## src/rtl/mem_wb_pipe_stage_if.sv

```systemverilog
`default_nettype none
// ============================================================================
// Module      : mem_wb_pipe_stage_if
// Description : Bundle of the MEM-side and WB-side handshake and payload
//               signals around the MEM/WB pipeline register.
//                 IN_VALID / IN_READY       MEM -> stage handshake
//                 MEM_DATA, ALU_VAL         MEM-stage payload (DATA_W)
//                 REG_DESTINATION           destination index (REG_W)
//                 ALU_CONTROL               writeback control (CTRL_W)
//                 OUT_VALID / OUT_READY     stage -> WB handshake
//                 *_OUT                     registered payload towards WB
//               modport master : environment (MEM producer + WB consumer)
//               modport slave  : the pipeline stage itself
// Revision    : 1.0 - initial release
// ============================================================================
interface mem_wb_pipe_stage_if #(
  parameter int DATA_W = 32,
  parameter int REG_W  = 5,
  parameter int CTRL_W = 2
);
  logic              IN_VALID;
  logic              IN_READY;
  logic [DATA_W-1:0] MEM_DATA;
  logic [DATA_W-1:0] ALU_VAL;
  logic [REG_W-1:0]  REG_DESTINATION;
  logic [CTRL_W-1:0] ALU_CONTROL;

  logic              OUT_VALID;
  logic              OUT_READY;
  logic [DATA_W-1:0] MEM_DATA_OUT;
  logic [DATA_W-1:0] ALU_VAL_OUT;
  logic [REG_W-1:0]  REG_DESTINATION_OUT;
  logic [CTRL_W-1:0] ALU_CONTROL_OUT;

  modport master (
    output IN_VALID, MEM_DATA, ALU_VAL, REG_DESTINATION, ALU_CONTROL, OUT_READY,
    input  IN_READY, OUT_VALID, MEM_DATA_OUT, ALU_VAL_OUT, REG_DESTINATION_OUT,
           ALU_CONTROL_OUT
  );

  modport slave (
    input  IN_VALID, MEM_DATA, ALU_VAL, REG_DESTINATION, ALU_CONTROL, OUT_READY,
    output IN_READY, OUT_VALID, MEM_DATA_OUT, ALU_VAL_OUT, REG_DESTINATION_OUT,
           ALU_CONTROL_OUT
  );
endinterface
`default_nettype wire

```

## src/rtl/mem_wb_pipe_stage.sv

```systemverilog
`default_nettype none
// ============================================================================
// Module      : mem_wb_pipe_stage
// Description : MEM/WB pipeline register with valid/ready flow control, a
//               2-entry (main + skid) buffer and a synchronous flush.
//               IN_READY is decoded purely from the occupancy state, so a
//               WB-side stall never reaches back into MEM combinationally.
// Ports       : CLK        clock, rising edge
//               RESET_N    asynchronous active-low reset
//               FLUSH      synchronous squash of every held entry
//               bus        mem_wb_pipe_stage_if.slave (handshakes + payload)
//               STALL_CNT  saturating count of OUT_VALID & !OUT_READY cycles
//               FLUSH_CNT  saturating count of flushes that dropped an entry
// Options     : MEM_WB_STATS_EN - when defined, adds STAT_W parameter and the
//               STALL_CNT / FLUSH_CNT counters and ports.
// Revision    : 1.0 - initial release
// ============================================================================
module mem_wb_pipe_stage #(
  parameter int DATA_W = 32,
  parameter int REG_W  = 5,
  parameter int CTRL_W = 2
`ifdef MEM_WB_STATS_EN
  ,
  parameter int STAT_W = 16
`endif
) (
  input  wire                CLK,
  input  wire                RESET_N,
  input  wire                FLUSH,
  mem_wb_pipe_stage_if.slave bus
`ifdef MEM_WB_STATS_EN
  ,
  output logic [STAT_W-1:0]  STALL_CNT,
  output logic [STAT_W-1:0]  FLUSH_CNT
`endif
);

  // Payload packed as {mem_data, alu_val, reg_dest, alu_ctrl}.
  localparam int C_PAY_W = 2 * DATA_W + REG_W + CTRL_W;

  typedef enum logic [1:0] {
    S_EMPTY = 2'd0,
    S_ONE   = 2'd1,
    S_FULL  = 2'd2
  } state_t;

  state_t             r_state;
  state_t             w_state_nxt;
  logic [C_PAY_W-1:0] r_main;
  logic [C_PAY_W-1:0] r_skid;
  logic [C_PAY_W-1:0] w_in_pay;

  logic w_in_ready;
  logic w_out_valid;
  logic w_in_fire;
  logic w_out_fire;
  logic w_ld_main_in;
  logic w_ld_main_skid;
  logic w_ld_skid;

  // --------------------------------------------------------------------------
  // Handshake decode: both flags depend on the state register only.
  // --------------------------------------------------------------------------
  assign w_in_ready  = (r_state != S_FULL);
  assign w_out_valid = (r_state != S_EMPTY);
  assign w_in_fire   = bus.IN_VALID & w_in_ready;
  assign w_out_fire  = w_out_valid & bus.OUT_READY;

  assign w_in_pay = {bus.MEM_DATA, bus.ALU_VAL, bus.REG_DESTINATION, bus.ALU_CONTROL};

  // --------------------------------------------------------------------------
  // Occupancy FSM: state register
  // --------------------------------------------------------------------------
  always_ff @(posedge CLK or negedge RESET_N) begin
    if (!RESET_N) begin
      r_state <= S_EMPTY;
    end else begin
      r_state <= w_state_nxt;
    end
  end

  // --------------------------------------------------------------------------
  // Occupancy FSM: next state and register load enables
  // --------------------------------------------------------------------------
  always_comb begin
    w_state_nxt    = r_state;
    w_ld_main_in   = 1'b0;
    w_ld_main_skid = 1'b0;
    w_ld_skid      = 1'b0;

    case (r_state)
      S_EMPTY: begin
        if (w_in_fire) begin
          w_state_nxt  = S_ONE;
          w_ld_main_in = 1'b1;
        end
      end
      S_ONE: begin
        if (w_in_fire && w_out_fire) begin
          // Pass-through: the new payload replaces the one just consumed.
          w_ld_main_in = 1'b1;
        end else if (w_in_fire) begin
          // WB stalled while MEM kept sending: park the new payload.
          w_state_nxt = S_FULL;
          w_ld_skid   = 1'b1;
        end else if (w_out_fire) begin
          w_state_nxt = S_EMPTY;
        end
      end
      S_FULL: begin
        // No input is accepted here; draining promotes the skid entry.
        if (w_out_fire) begin
          w_state_nxt    = S_ONE;
          w_ld_main_skid = 1'b1;
        end
      end
      default: begin
        w_state_nxt = S_EMPTY;
      end
    endcase

    // Flush wins over everything. Loads are suppressed so the *_OUT values
    // stay exactly as they were, while OUT_VALID drops.
    if (FLUSH) begin
      w_state_nxt    = S_EMPTY;
      w_ld_main_in   = 1'b0;
      w_ld_main_skid = 1'b0;
      w_ld_skid      = 1'b0;
    end
  end

  // --------------------------------------------------------------------------
  // Payload storage
  // --------------------------------------------------------------------------
  always_ff @(posedge CLK or negedge RESET_N) begin
    if (!RESET_N) begin
      r_main <= '0;
      r_skid <= '0;
    end else begin
      if (w_ld_main_in) begin
        r_main <= w_in_pay;
      end else if (w_ld_main_skid) begin
        r_main <= r_skid;
      end
      if (w_ld_skid) begin
        r_skid <= w_in_pay;
      end
    end
  end

  assign bus.IN_READY  = w_in_ready;
  assign bus.OUT_VALID = w_out_valid;
  assign {bus.MEM_DATA_OUT, bus.ALU_VAL_OUT, bus.REG_DESTINATION_OUT,
          bus.ALU_CONTROL_OUT} = r_main;

`ifdef MEM_WB_STATS_EN
  // --------------------------------------------------------------------------
  // Statistics: saturating counters, cleared only by reset.
  // --------------------------------------------------------------------------
  logic [STAT_W-1:0] r_stall_cnt;
  logic [STAT_W-1:0] r_flush_cnt;
  logic              w_stall;
  logic              w_flush_hit;

  assign w_stall     = w_out_valid & ~bus.OUT_READY;
  assign w_flush_hit = FLUSH & w_out_valid;

  always_ff @(posedge CLK or negedge RESET_N) begin
    if (!RESET_N) begin
      r_stall_cnt <= '0;
      r_flush_cnt <= '0;
    end else begin
      if (w_stall && !(&r_stall_cnt)) begin
        r_stall_cnt <= r_stall_cnt + 1'b1;
      end
      if (w_flush_hit && !(&r_flush_cnt)) begin
        r_flush_cnt <= r_flush_cnt + 1'b1;
      end
    end
  end

  assign STALL_CNT = r_stall_cnt;
  assign FLUSH_CNT = r_flush_cnt;
`endif

endmodule
`default_nettype wire

```

## src/flat_wrapper.sv

```systemverilog
// flat-port wrapper written by rule: the top's interface ports become plain ports
module mem_wb_pipe_stage_flat 
#(
  parameter int DATA_W = 32,
  parameter int REG_W  = 5,
  parameter int CTRL_W = 2

)
  (CLK, RESET_N, FLUSH, bus_IN_VALID, bus_MEM_DATA, bus_ALU_VAL, bus_REG_DESTINATION, bus_ALU_CONTROL, bus_OUT_READY, bus_IN_READY, bus_OUT_VALID, bus_MEM_DATA_OUT, bus_ALU_VAL_OUT, bus_REG_DESTINATION_OUT, bus_ALU_CONTROL_OUT);
  mem_wb_pipe_stage_if #(.DATA_W(DATA_W), .REG_W(REG_W), .CTRL_W(CTRL_W)) bus_i ();
  input  wire CLK;
  input  wire RESET_N;
  input  wire FLUSH;
  input wire logic [$bits(bus_i.IN_VALID)-1:0] bus_IN_VALID;
  input wire logic [$bits(bus_i.MEM_DATA)-1:0] bus_MEM_DATA;
  input wire logic [$bits(bus_i.ALU_VAL)-1:0] bus_ALU_VAL;
  input wire logic [$bits(bus_i.REG_DESTINATION)-1:0] bus_REG_DESTINATION;
  input wire logic [$bits(bus_i.ALU_CONTROL)-1:0] bus_ALU_CONTROL;
  input wire logic [$bits(bus_i.OUT_READY)-1:0] bus_OUT_READY;
  output wire logic [$bits(bus_i.IN_READY)-1:0] bus_IN_READY;
  output wire logic [$bits(bus_i.OUT_VALID)-1:0] bus_OUT_VALID;
  output wire logic [$bits(bus_i.MEM_DATA_OUT)-1:0] bus_MEM_DATA_OUT;
  output wire logic [$bits(bus_i.ALU_VAL_OUT)-1:0] bus_ALU_VAL_OUT;
  output wire logic [$bits(bus_i.REG_DESTINATION_OUT)-1:0] bus_REG_DESTINATION_OUT;
  output wire logic [$bits(bus_i.ALU_CONTROL_OUT)-1:0] bus_ALU_CONTROL_OUT;
  assign bus_i.IN_VALID = bus_IN_VALID;
  assign bus_i.MEM_DATA = bus_MEM_DATA;
  assign bus_i.ALU_VAL = bus_ALU_VAL;
  assign bus_i.REG_DESTINATION = bus_REG_DESTINATION;
  assign bus_i.ALU_CONTROL = bus_ALU_CONTROL;
  assign bus_i.OUT_READY = bus_OUT_READY;
  assign bus_IN_READY = bus_i.IN_READY;
  assign bus_OUT_VALID = bus_i.OUT_VALID;
  assign bus_MEM_DATA_OUT = bus_i.MEM_DATA_OUT;
  assign bus_ALU_VAL_OUT = bus_i.ALU_VAL_OUT;
  assign bus_REG_DESTINATION_OUT = bus_i.REG_DESTINATION_OUT;
  assign bus_ALU_CONTROL_OUT = bus_i.ALU_CONTROL_OUT;
  mem_wb_pipe_stage #(.DATA_W(DATA_W), .REG_W(REG_W), .CTRL_W(CTRL_W)) u_core (.CLK(CLK), .RESET_N(RESET_N), .FLUSH(FLUSH), .bus(bus_i));
endmodule
```

## config.mk

```make
export PLATFORM = sky130hd
export DESIGN_NAME = mem_wb_pipe_stage_flat
export DESIGN_NICKNAME = d
export VERILOG_FILES = /design/src/rtl/mem_wb_pipe_stage_if.sv /design/src/rtl/mem_wb_pipe_stage.sv /design/src/flat_wrapper.sv
export SDC_FILE = /design/constraint.sdc
export NUM_CORES = 1
export LEC_CHECK = 0
export ABC_CLOCK_PERIOD_IN_PS = 1390
export CORE_MARGIN = 2
export CORE_UTILIZATION = 44
export CTS_CLUSTER_DIAMETER = 100
export DETAILED_ROUTE_END_ITERATION = 7
export PLACE_DENSITY = 0.79
export RECOVER_POWER = 100
export SYNTH_ARGS = -nofsm -noshare
export SYNTH_HDL_FRONTEND = slang
export SYNTH_SLANG_ARGS = --single-unit
```

## constraint.sdc

```tcl
create_clock -name CLK -period 1.39 [get_ports CLK]
set_input_delay 0.2085 -clock CLK [delete_from_list [all_inputs] [get_ports CLK]]
set_output_delay 0.2085 -clock CLK [all_outputs]
set_load 0.005 [all_outputs]
```

Yosys cells after proc, flatten, opt, wreduce, memory -nomap -nowiden --
Cells that the tools add are included.
Storage, ports and cells: bits in registers 144, logic and storage cells 36, bits of input ports 76, output and inout bits 73
Cells by class: bitwise operators 2, mux-type cells 19, equal/unequal tests 7, reduce and logical (&&, ||, !) cells 5
Operators by type and width (number):
- 71-bit 2-to-1 mux | 2
- 2-bit 2-to-1 mux | 6
- 1-bit 2-to-1 mux | 9
- 3-bit by 2-bit inequality test with 1-bit output (second input constant) | 2
- 2-bit one-hot mux with 3 select lines | 1
- 4-bit by 2-bit inequality test with 1-bit output (second input constant) | 1
- 4-bit AND reduction | 1
- 2-bit nonzero test | 2
- 3-bit inequality test (second input constant) | 1
- 1-bit AND | 2
- 2-bit by 1-bit == test with 1-bit output (second input constant) | 1
- 2-bit == test (second input constant) | 1
- 2-bit zero test | 1
- 2-bit inequality test (second input constant) | 1
- 1-bit one-hot mux with 2 select lines | 1
- 1-bit logical AND | 1

Longest topological paths before layout --
Gate-level depths: netlist (run 1).
depth after elaboration 7, mapped depth 5, mapped depth without buffers 3

Least setup slack after synthesis (run 1) --
Ideal clock, no wire load.
path type flip-flop to flip-flop, from reg u_core.r_state[0], to reg u_core.r_main[0], cell stages (with the launch flop) 6, path slack -0.083 ns, arrival time 1.347 ns, library setup time 0.126 ns, period minus slack after synthesis 1.473 ns, path through dfrtp_1 -> nor4bb_1 -> buf_4 -> a21oi_4 -> buf_6 -> a221o_1
On the way: word-level cells in the longest chain between the ends 7
RTL lines:
- from (decl) | RTL line mem_wb_pipe_stage.sv:47 | state_t r_state;
- from (signal assigned) | RTL line mem_wb_pipe_stage.sv:78 | r_state <= w_state_nxt;
- 2-bit inequality test / 2-bit nonzero test (equally long branches) | RTL line mem_wb_pipe_stage.sv:64, mem_wb_pipe_stage.sv:65
- 1-bit AND (on tied branches) | RTL line mem_wb_pipe_stage.sv:66, mem_wb_pipe_stage.sv:67
- 1-bit logical AND | RTL line mem_wb_pipe_stage.sv:99 | if (w_in_fire && w_out_fire) begin
- 1-bit 2-to-1 mux | RTL line mem_wb_pipe_stage.sv:99
- 1-bit one-hot mux with 2 select lines | RTL line mem_wb_pipe_stage.sv:91 | case (r_state)
- 1-bit 2-to-1 mux | RTL line mem_wb_pipe_stage.sv:124 | if (FLUSH) begin
- 71-bit 2-to-1 mux / 2-bit nonzero test (equally long branches)
- to (signal assigned) | RTL line mem_wb_pipe_stage.sv:141 | r_main <= w_in_pay;
- to (signal assigned) | RTL line mem_wb_pipe_stage.sv:143 | r_main <= r_skid;
- to (decl) | RTL line mem_wb_pipe_stage.sv:49 | logic [C_PAY_W-1:0] r_main;
Several ways; a longest one is shown, not always the timed one. A chain may end at the register's enable or synchronous reset.

Worst setup path in the final report (run 1) --
from reg u_core.r_state[1], to reg u_core.r_main[3]
The elaborated chain is that of the path after synthesis.

==> metrics.log, run 1 <==
INFO  metric synth_ff_type = sky130_fd_sc_hd__dfrtp_1
INFO  metric critical_path.reg2reg.startpoint = u_core.r_state[1]
INFO  metric critPathMaxStageDelay = between 0.4 and 0.5 ns
INFO  metric ctsRootBufferMaster = sky130_fd_sc_hd__clkbuf_16
INFO  metric cp_common_cell = sky130_fd_sc_hd__buf_6
INFO  metric synth_seq_cells = 144
INFO  metric core_area = between 0.01 and 0.015 mm2
INFO  metric netlist-cell-type-count = 22
INFO  metric wire_per_inst = approximately 19 um
INFO  metric cellPowerDensity = ~1500 mW/mm2
INFO  metric cts_tree = done
INFO  metric synth_enable_flop_cells = 0
INFO  metric final_cell_mix = sky130_fd_sc_hd__dfrtp_1, sky130_fd_sc_hd__clkdlybuf4s50_1, sky130_fd_sc_hd__mux2_2, sky130_fd_sc_hd__a221o_1, sky130_fd_sc_hd__dlygate4sd2_1
INFO  metric most_common_library_cell_in_the_layout_ignoring_fill_and_taps = sky130_fd_sc_hd__dfrtp_1
INFO  metric final_design_instance_area_without_fill = slightly below 0.009 mm2
INFO  metric vdd_drop_max = 745 uV
INFO  metric post_synth.cell_area_avg = about 15 um2
INFO  metric floorplan.initialDensity = about 45%
INFO  metric ys_seq_area_share = 60.8%
INFO  metric synthTopCellsByArea = sky130_fd_sc_hd__dfrtp_1, sky130_fd_sc_hd__mux2_2, sky130_fd_sc_hd__a221o_1, sky130_fd_sc_hd__and2_1, sky130_fd_sc_hd__buf_6
INFO  metric die_w = roughly 120 um
INFO  metric ys_warn_count = 0
INFO  metric totalWireLength = 15.1 mm
INFO  metric synth_top_area_share = between 60 and 70%
INFO  metric worst_slew_margin_rel = 26.8%
INFO  metric first_global_vias = 4600
INFO  metric layout_min_cycle_time = approximately 1.7 ns
INFO  metric antenna_found_initial = 0
INFO  metric finalClockSkew = between 0.01 and 0.015 ns
INFO  metric port_buffers = approximately 150
INFO  metric timing_max_transition_violations_final = 0
INFO  metric wire_length_of_the_first_global_routing_pass = around 23 mm
INFO  metric final_antenna_net_count = 0
INFO  metric synthArstFlopShare = between 90% and 100%
INFO  metric run_status = complete, but fails checks
INFO  metric finalHoldViolCount = 0
INFO  metric numClockSinks = between 100 and 150
INFO  metric design.die.area = between 0.01 and 0.015 mm2
INFO  metric timing.critical_path.cells = buf_6 > nor3b_4 > buf_6 > a21oi_4 > buf_12 > a221o_1
INFO  metric viasPerCell = 5.41
INFO  metric layout-drive-gt1-share = around 29%
INFO  metric area.growth.synth_to_final = 46.8%
INFO  metric place_congestion = around 0.76
INFO  metric post_route_clock_period_utilization = 120%
INFO  metric clk_latency = between 0.4 and 0.5 ns
INFO  metric arrival = 1.97 ns
INFO  metric worst-path-max-fanout = 34
INFO  metric dr_total_vias = between 4000 and 5000
INFO  metric numCtsBuffers = 17
INFO  metric fin_ws = -0.284 ns
INFO  metric maximum_clock_frequency = between 500 and 600 MHz
INFO  metric required_worst_endpoint = 1.69 ns
INFO  metric timing_worst_slew_pin_value = roughly 1.1 ns
INFO  metric placement.cell_area = slightly below 0.008 mm2
INFO  metric total_power_consumption_of_the_routed_design = roughly 13 mW
INFO  metric clkTransAtPathRegs = 0.06 ns
INFO  metric cts.htree.levels = 4
INFO  metric syn_area = about 0.006 mm2
INFO  metric overflow = 0
INFO  metric grt.total_usage = roughly a fifth
INFO  metric drt-pass1-iter-count = 5
INFO  metric hold_path_class = in2reg
INFO  metric final_core_util = between 60% and 70%
INFO  metric drt_first_iter_violations = approximately 300
INFO  metric clk_path_buf_depth = 2
INFO  metric violations_in_the_final_reports = negative setup slack
INFO  metric critical_path.startpoint = u_core.r_state[1]
INFO  metric startpoint_type = register
INFO  metric leakage_dissipation = roughly 4.1 nW
INFO  metric diodes = 0
INFO  metric yosysTopAreaCell = sky130_fd_sc_hd__dfrtp_1
INFO  metric die_h = 120 um
INFO  metric drv_cap = 0
INFO  metric element_type_at_the_critical_path_end = register
INFO  metric min_from = bus_ALU_VAL[13]
INFO  metric worst-setup-path-type = reg2reg
INFO  metric io-pin-count = around 150
INFO  metric n_fill_cell = ~970
INFO  metric grt_start_max_net_pins = 39
INFO  metric cell_count_after_synthesis = about 400
INFO  metric rows = 42
INFO  metric setup_viol = 144
INFO  metric crit_slowest_cell = sky130_fd_sc_hd__dfrtp_2
INFO  metric final_net_count = around 680
INFO  metric remaining_drc_errors = 0
INFO  metric place.detailed.hpwl = about 9 mm
INFO  metric grt_setup_unrepaired = yes
INFO  metric post_syn_nets = roughly 480
## worst max-delay path, delay by kind of cell (launching register included)
| family | cells | cell delay (ns) |
|---|---|---|
| AO/OA/AOI/OAI | 2 | 0.42 |
| buffers and inverters | 3 | 0.47 |
| flip-flops | 1 | 0.42 |
| AND/OR/NAND/NOR | 1 | 0.22 |
## stage by stage
stage                     TNS, ns  hold slack, ns  setup WS (ns)  cells
after floorplan             -8.52         -0.0871        -0.0697    403
after global placement     -60.70           0.145         -0.440    718
after detailed placement   -66.65           0.151         -0.516    718
after CTS                  -26.10           0.267         -0.234    783
after global routing       -45.64           0.425         -0.311    790
final                      -33.17           0.421         -0.284    790
## area by class of cell
cell class | instances | area, um2 | share of cell area (%)
Multi-Input combinational cell | 230 | 2150 | 24.7
Tap cell | 176 | 220 | 2.53
Timing Repair Buffer | 209 | 2130 | 24.5
Clock buffer | 26 | 519 | 5.97
Sequential cell | 144 | 3610 | 41.5
Clock inverter | 5 | 75.1 | 0.863
## repair_timing
item | 4_1_cts | 5_1_grt
gates resized for setup | 89 | 10
hold buffers | 1 | 0
pin swaps | 3 | 0
gates cloned | 2 | 5
setup endpoints to repair | 215 | 144
buffers inserted | 31 | 2
endpoints found under the hold margin | 33 | 0
## where the power goes
group          switching [mW]  internal (mW)
clock                    1.62           2.91
sequential              0.526           5.23
combinational           0.856           1.64
## final timing paths
| kind | slack [ns] | to | cells past startpoint |
|---|---|---|---|
| worst max-delay path | -0.28 | u_core.r_main[3] | 6 |
| worst min-delay path | 0.42 | u_core.r_main[20] | 2 |
| worst max register to register | -0.28 | u_core.r_main[3] | 6 |
| worst min register to register | 0.49 | u_core.r_skid[34] | 1 |
| max in group asynchronous | 0.10 | u_core.r_state[0] | 3 |
| min in group asynchronous | 0.52 | u_core.r_skid[18] | 2 |
## cell usage after synthesis, types with 2 or more instances
library cell,instances
sky130_fd_sc_hd__or2_2,2
sky130_fd_sc_hd__clkbuf_1,7
sky130_fd_sc_hd__buf_6,14
sky130_fd_sc_hd__and2b_1,2
sky130_fd_sc_hd__and2_1,72
sky130_fd_sc_hd__dfrtp_1,144
sky130_fd_sc_hd__buf_2,7
sky130_fd_sc_hd__mux2_2,71
sky130_fd_sc_hd__a221o_1,71
## routing by layer
metal	track usage, %	routed length, um	vias up	share of wire (%)
li1	-	-	1906	-
met1	27.5	6730	2202	44
met2	32.8	7260	141	48
met3	6.13	816	24	5.4
met4	8.60	325	0	2.1
met5	0	0	-	0
## cell families (layout without fill, tap and decap cells)
group / Yosys count / in the layout / share of synthesized area [%]
AO/OA/AOI/OAI: 75 / 75 / 12.6
buffers and inverters: 30 / 240 / 3.91
flip-flops: 144 / 144 / 60.8
multiplexers: 72 / 72 / 13.7
AND/OR/NAND/NOR: 82 / 83 / 8.96
## sequential cells by signal, summed over array words and instances (netlist names)
register and flops:
u_core.r_state 2, u_core.r_skid 71, u_core.r_main 71
(Power assumes the default switching activity.)
==> inputs of run 2 (changes only) <==
ABC_CLOCK_PERIOD_IN_PS = 2100   (was 1390)
CAP_MARGIN = 20   (was unset)
CORE_UTILIZATION = 53   (was 44)
PLACE_DENSITY = 0.88   (was 0.79)
REMOVE_ABC_BUFFERS = 1   (was unset)
clock period = 2.1 ns   (was 1.39 ns; I/O delays follow)
==> metrics.log, run 2 (same netlist as run 1, synthesis figures left out) <==
INFO  metric run_status = finished, final reports clean (was complete, but fails checks)
INFO  metric worst-setup-path-type = reg2out (was reg2reg)
INFO  metric layout_min_cycle_time = about 2 ns
INFO  metric required_worst_endpoint = 1.78 ns (was 1.69 ns)
INFO  metric cellPowerDensity = 1040 mW/mm2 (was 1470 mW/mm2)
INFO  metric final_net_count = 629 (was 678)
INFO  metric critPathMaxStageDelay = 0.48 ns (was 0.42 ns)
INFO  metric die_w = 110 um (was 120 um)
INFO  metric drv_cap = 0 (unchanged)
INFO  metric worst_slew_margin_rel = 22.6% (was 26.8%)
INFO  metric layout-drive-gt1-share = 21.4% (was 28.7%)
INFO  metric viasPerCell = 5.80 (was 5.41)
INFO  metric wire_length_of_the_first_global_routing_pass = 22.1 mm (was 23.4 mm)
INFO  metric element_type_at_the_critical_path_end = output pin (was register)
INFO  metric io-pin-count = 149 (unchanged)
INFO  metric post_route_clock_period_utilization = between 90% and 100%
INFO  metric grt_start_max_net_pins = 53 (was 39)
INFO  metric finalClockSkew = 0.0127 ns (was 0.0112 ns)
INFO  metric drt_first_iter_violations = 229 (was 299)
INFO  metric critical_path.reg2reg.startpoint = u_core.r_state[1] (unchanged)
INFO  metric arrival = 1.72 ns (was 1.97 ns)
INFO  metric timing_max_transition_violations_final = 0 (unchanged)
INFO  metric ctsRootBufferMaster = sky130_fd_sc_hd__clkbuf_8 (was sky130_fd_sc_hd__clkbuf_16)
INFO  metric first_global_vias = 4264 (was 4600)
INFO  metric crit_family = buffers and inverters (unchanged)
INFO  metric timing.critical_path.cells = or2b_1 > clkdlybuf4s50_1 (was buf_6 > nor3b_4 > buf_6 > a21oi_4 > buf_12 > a221o_1)
INFO  metric critPathBufInv = 1 (was 3)
INFO  metric numCtsBuffers = 17 (unchanged)
INFO  metric rows = 38 (was 42)
INFO  metric die_h = 110 um (was 120 um)
INFO  metric drt-pass1-iter-count = 4 (was 5)
INFO  metric overflow = 0 (unchanged)
INFO  metric core_area = 0.0109 mm2 (was 0.0132 mm2)
INFO  metric wire_per_inst = 19.7 um (was 19.2 um)
INFO  metric antenna_found_initial = 0 (unchanged)
INFO  metric cts.htree.levels = 4 (unchanged)
INFO  metric total_power_consumption_of_the_routed_design = 8.46 mW (was 12.8 mW)
INFO  metric crit_slowest_cell = sky130_fd_sc_hd__clkdlybuf4s50_1 (was sky130_fd_sc_hd__dfrtp_2)
INFO  metric grt.total_usage = 24.4% (was 21.0%)
INFO  metric remaining_drc_errors = 0 (unchanged)
INFO  metric cts_tree = done (unchanged)
INFO  metric clk_path_buf_depth = 2 (unchanged)
INFO  metric worst-path-max-fanout = 7 (was 34)
INFO  metric vdd_drop_max = 638 uV (was 745 uV)
INFO  metric totalWireLength = 13.9 mm (was 15.1 mm)
INFO  metric hold_path_class = in2reg (unchanged)
INFO  metric startpoint_type = register (unchanged)
INFO  metric place_congestion = 0.775 (was 0.760)
INFO  metric place.detailed.hpwl = 9.22 mm (was 8.87 mm)
INFO  metric most_common_library_cell_in_the_layout_ignoring_fill_and_taps = sky130_fd_sc_hd__dfrtp_1 (unchanged)
INFO  metric clk_latency = 0.52 ns (was 0.43 ns)
INFO  metric critical_path.startpoint = u_core.r_state[0] (was u_core.r_state[1])
INFO  metric maximum_clock_frequency = just under 500 MHz
INFO  metric port_buffers = 148 (unchanged)
INFO  metric final_cell_mix = sky130_fd_sc_hd__dfrtp_1, sky130_fd_sc_hd__clkdlybuf4s50_1, sky130_fd_sc_hd__dlygate4sd3_1 (was sky130_fd_sc_hd__dfrtp_1, sky130_fd_sc_hd__clkdlybuf4s50_1, sky130_fd_sc_hd__mux2_2, sky130_fd_sc_hd__a221o_1, sky130_fd_sc_hd__dlygate4sd2_1)
INFO  metric diodes = 0 (unchanged)
INFO  metric dpl.cell_count = 673 (was 718)
INFO  metric design.die.area = 0.0120 mm2 (was 0.0144 mm2)
INFO  metric grt_setup_unrepaired = no (was yes)
INFO  metric leakage_dissipation = 3.64 nW (was 4.06 nW)
INFO  metric final_antenna_net_count = 0 (unchanged)
INFO  metric area.growth.synth_to_final = 37.1% (was 46.8%)
INFO  metric dr_total_vias = 4089 (was 4273)
INFO  metric numClockSinks = 144 (unchanged)
INFO  metric final-instance-count-excl-fill = 705 (was 790)
INFO  metric floorplan.initialDensity = 54.4% (was 44.9%)
INFO  metric setup_viol = 0 (was 144)
INFO  metric finalHoldViolCount = 0 (unchanged)
INFO  metric min_from = bus_ALU_VAL[0] (was bus_ALU_VAL[13])
INFO  metric timing_worst_slew_pin_value = 1.16 ns (was 1.10 ns)
INFO  metric top_flop_regs = u_core.r_main (71), u_core.r_skid (71), u_core.r_state (2) (unchanged)
INFO  metric clkTransAtPathRegs = 0.06 ns (about the same)
-- run 2: cell count changes in the layout (fill, tap and decap cells not counted), moves of 7 or more --
cell and delta:
sky130_fd_sc_hd__buf_6 -7, sky130_fd_sc_hd__dlygate4sd2_1 -71, sky130_fd_sc_hd__dlygate4sd3_1 +71, sky130_fd_sc_hd__buf_4 -31, sky130_fd_sc_hd__buf_12 -8
-- run 2: metrics by stage --
stage / setup slack, ns / util, % / cell area [um2] / setup TNS [ns] / hold slack, ns
6_report: 0.0696 / 74.6 / 8120 / 0 / 0.441
5_1_grt: 0.0213 / 74.6 / 8120 / 0 / 0.428
4_1_cts: 0.00939 / 75.1 / 8180 / 0 / 0.288
3_5_place_dp: -0.0549 / 69.3 / 7550 / -1.33 / 0.265
3_3_place_gp: 0.00328 / 69.3 / 7550 / 0 / 0.261
2_1_floorplan: -3.38 / - / 5690 / -239.72 / 0.0194
-- run 2: what timing repair did --
item | 4_1_cts | 5_1_grt
setup endpoints to repair | 0 | 2
hold buffers | 1 | 0
endpoints found under the hold margin | 41 | 0
gates resized for setup | 0 | 2
buffers inserted | 0 | 0
-- run 2: final timing paths --
check	to	slack, ns	depth (start not counted)
worst max register to register	u_core.r_main[44]	0.13	4
max in group asynchronous	u_core.r_skid[6]	0.36	3
worst max-delay path	bus_IN_READY	0.07	2
worst min register to register	u_core.r_skid[23]	0.49	1
worst min-delay path	u_core.r_main[7]	0.44	2
min in group asynchronous	u_core.r_state[0]	0.56	2
-- run 2: layout make-up --
class                           count  area, um2
Tap cell                          140        175
Sequential cell                   144       3610
Timing Repair Buffer              161       1620
Clock inverter                      9        156
Multi-Input combinational cell    229       2100
Clock buffer                       22        463
Fill cell                         682       2770
-- run 2: layer usage --
metal  wire [um]  up-vias  track usage, %
met1        5790     2097            32.1
li1            -     1813               -
met2        6910      151            38.7
met3         900       28            5.93
met4         310        0            10.7
met5           0        -               0
-- run 2: report_power, final --
| part | switching [mW] | internal, mW |
|---|---|---|
| clock | 1.11 | 2.02 |
| sequential | 0.351 | 3.46 |
| combinational | 0.513 | 1.00 |
==> inputs of run 3 (changes only) <==
CORE_UTILIZATION = 40   (was 53)
PLACE_DENSITY = 0.7   (was 0.88)
REMOVE_ABC_BUFFERS = unset   (was 1)
==> metrics.log, run 3 (same netlist as run 1, synthesis figures left out) <==
INFO  metric totalWireLength = 14.0 mm (was 13.9 mm)
INFO  metric final-instance-count-excl-fill = 753 (was 705)
INFO  metric rows = 44 (was 38)
INFO  metric port_buffers = 148 (unchanged)
INFO  metric worst_slew_margin_rel = 9.68% (was 22.6%)
INFO  metric worst-path-max-fanout = 39 (was 7)
INFO  metric area.growth.synth_to_final = 38.2% (was 37.1%)
INFO  metric layout-drive-gt1-share = 21.6% (was 21.4%)
INFO  metric cellPowerDensity = 1010 mW/mm2 (was 1040 mW/mm2)
INFO  metric first_global_vias = 4522 (was 4264)
INFO  metric cts_resized = 0 (unchanged)
INFO  metric worst-setup-path-type = in2reg (was reg2out)
INFO  metric startpoint_type = input port (was register)
INFO  metric place.detailed.hpwl = 9.10 mm (was 9.22 mm)
INFO  metric viasPerCell = 5.41 (was 5.80)
INFO  metric timing_max_transition_violations_final = 0 (unchanged)
INFO  metric top_flop_regs = u_core.r_main (71), u_core.r_skid (71), u_core.r_state (2) (unchanged)
INFO  metric antenna_found_initial = 0 (unchanged)
INFO  metric final_net_count = 632 (was 629)
INFO  metric finalClockSkew = 0.00692 ns (was 0.0127 ns)
INFO  metric die_w = 126 um (was 110 um)
INFO  metric cts.htree.levels = 4 (unchanged)
INFO  metric place_congestion = 0.726 (was 0.775)
INFO  metric final_cell_mix = sky130_fd_sc_hd__dfrtp_1, sky130_fd_sc_hd__clkdlybuf4s50_1, sky130_fd_sc_hd__dlygate4sd3_1 (unchanged)
INFO  metric run_status = finished, final reports clean (unchanged)
INFO  metric post_cts_buffers = 0 (unchanged)
INFO  metric dr_total_vias = 4073 (was 4089)
INFO  metric numClockSinks = 144 (unchanged)
INFO  metric drt-pass1-iter-count = 4 (unchanged)
INFO  metric remaining_drc_errors = 0 (unchanged)
INFO  metric met1_length = 6.22 mm (was 5.79 mm)
INFO  metric drt_first_iter_violations = 187 (was 229)
INFO  metric most_common_library_cell_in_the_layout_ignoring_fill_and_taps = sky130_fd_sc_hd__dfrtp_1 (unchanged)
INFO  metric required_worst_endpoint = 2.40 ns (was 1.78 ns)
INFO  metric maximum_clock_frequency = 509 MHz (was 493 MHz)
INFO  metric clk_path_buf_depth = 2 (unchanged)
INFO  metric grt_setup_unrepaired = no (unchanged)
INFO  metric cts_tree = done (unchanged)
INFO  metric design.die.area = 0.0158 mm2 (was 0.0120 mm2)
INFO  metric post_route_clock_period_utilization = 93.5% (was 96.7%)
INFO  metric drv_cap = 0 (unchanged)
INFO  metric wire_length_of_the_first_global_routing_pass = 23.2 mm (was 22.1 mm)
INFO  metric dpl.cell_count = 720 (was 673)
INFO  metric ctsRootBufferMaster = sky130_fd_sc_hd__clkbuf_16 (was sky130_fd_sc_hd__clkbuf_8)
INFO  metric final_antenna_net_count = 0 (unchanged)
INFO  metric leakage_dissipation = 3.60 nW (was 3.64 nW)
INFO  metric clkTransAtPathRegs = 0.06 ns (about the same)
INFO  metric numCtsBuffers = 17 (unchanged)
INFO  metric clk_latency = 0.42 ns (was 0.52 ns)
INFO  metric setup_viol = 0 (unchanged)
INFO  metric element_type_at_the_critical_path_end = register (was output pin)
INFO  metric grt.total_usage = 18.5% (was 24.4%)
INFO  metric arrival = 2.26 ns (was 1.72 ns)
INFO  metric hold_path_class = reg2reg (was in2reg)
INFO  metric top_layer_in_use = met4 (unchanged)
INFO  metric wire_per_inst = 18.5 um (was 19.7 um)
INFO  metric diodes = 0 (unchanged)
INFO  metric io-pin-count = 149 (unchanged)
INFO  metric grt_start_max_net_pins = 59 (was 53)
INFO  metric timing_worst_slew_pin_value = 1.35 ns (was 1.16 ns)
INFO  metric met3_wl_post_dr = 931 um (was 900 um)
INFO  metric die_h = 126 um (was 110 um)
INFO  metric tns = 0 ns (unchanged)
INFO  metric dr_wl_met2 = 6.56 mm (was 6.91 mm)
INFO  metric finalHoldViolCount = 0 (unchanged)
INFO  metric overflow = 0 (unchanged)
INFO  metric vdd_drop_max = 518 uV (was 638 uV)
INFO  metric core_area = 0.0145 mm2 (was 0.0109 mm2)
INFO  metric number_of_hold_buffers_added_after_cts = 1 (unchanged)
INFO  metric floorplan.initialDensity = 40.9% (was 54.4%)
INFO  metric layout_min_cycle_time = 1.96 ns (was 2.03 ns)
INFO  metric total_power_consumption_of_the_routed_design = 8.26 mW (was 8.46 mW)
## run 3: metrics by stage
stage / util, % / area, um2 / hold slack [ns] / worst slack, ns
after floorplan: - / 5920 / 0.0194 / 0.627
after detailed placement: 52.9 / 7660 / 0.337 / 0.0215
after CTS: 57.0 / 8260 / 0.453 / 0.0941
after global routing: 56.5 / 8190 / 0.510 / 0.0505
final: 56.5 / 8190 / 0.494 / 0.136
after global placement: 52.9 / 7660 / 0.331 / 0.110
## run 3: worst max-delay path, cell delays in order
cell and delay, ns:
sky130_fd_sc_hd__dlygate4sd3_1 0.65, sky130_fd_sc_hd__and2b_1 0.23, sky130_fd_sc_hd__nand2_1 0.10, sky130_fd_sc_hd__clkbuf_4 0.54, sky130_fd_sc_hd__mux2_2 0.41
## run 3: final timing paths
check / from / endpoint / slack [ns] / cells past startpoint
min: u_core.r_skid[0] / u_core.r_skid[0] / 0.49 / 1
max: bus_OUT_READY / u_core.r_skid[26] / 0.14 / 5
max in group asynchronous: RESET_N / u_core.r_main[62] / 0.39 / 3
max reg2reg: u_core.r_state[0] / u_core.r_skid[26] / 0.27 / 4
min reg2reg: u_core.r_skid[0] / u_core.r_skid[0] / 0.49 / 1
min in group asynchronous: RESET_N / u_core.r_skid[12] / 0.76 / 2
## run 3: layer usage
layer  track usage (%)  vias up
li1                  -     1813
met1              24.3     2094
met2              28.6      140
met3              6.03       26
met4              6.99        0
met5                 0        -
## run 3: report_power, final
part,switching [mW],internal (mW)
sequential,0.343,3.46
combinational,0.500,1.01
clock,1.12,1.83
total,1.97,6.29
## run 3: cell type report
type,instances,area [um2]
Clock buffer,21,470
Clock inverter,11,113
Fill cell,1173,6290
Multi-Input combinational cell,229,2090
Sequential cell,144,3600
Tap cell,184,230
Timing Repair Buffer,164,1680
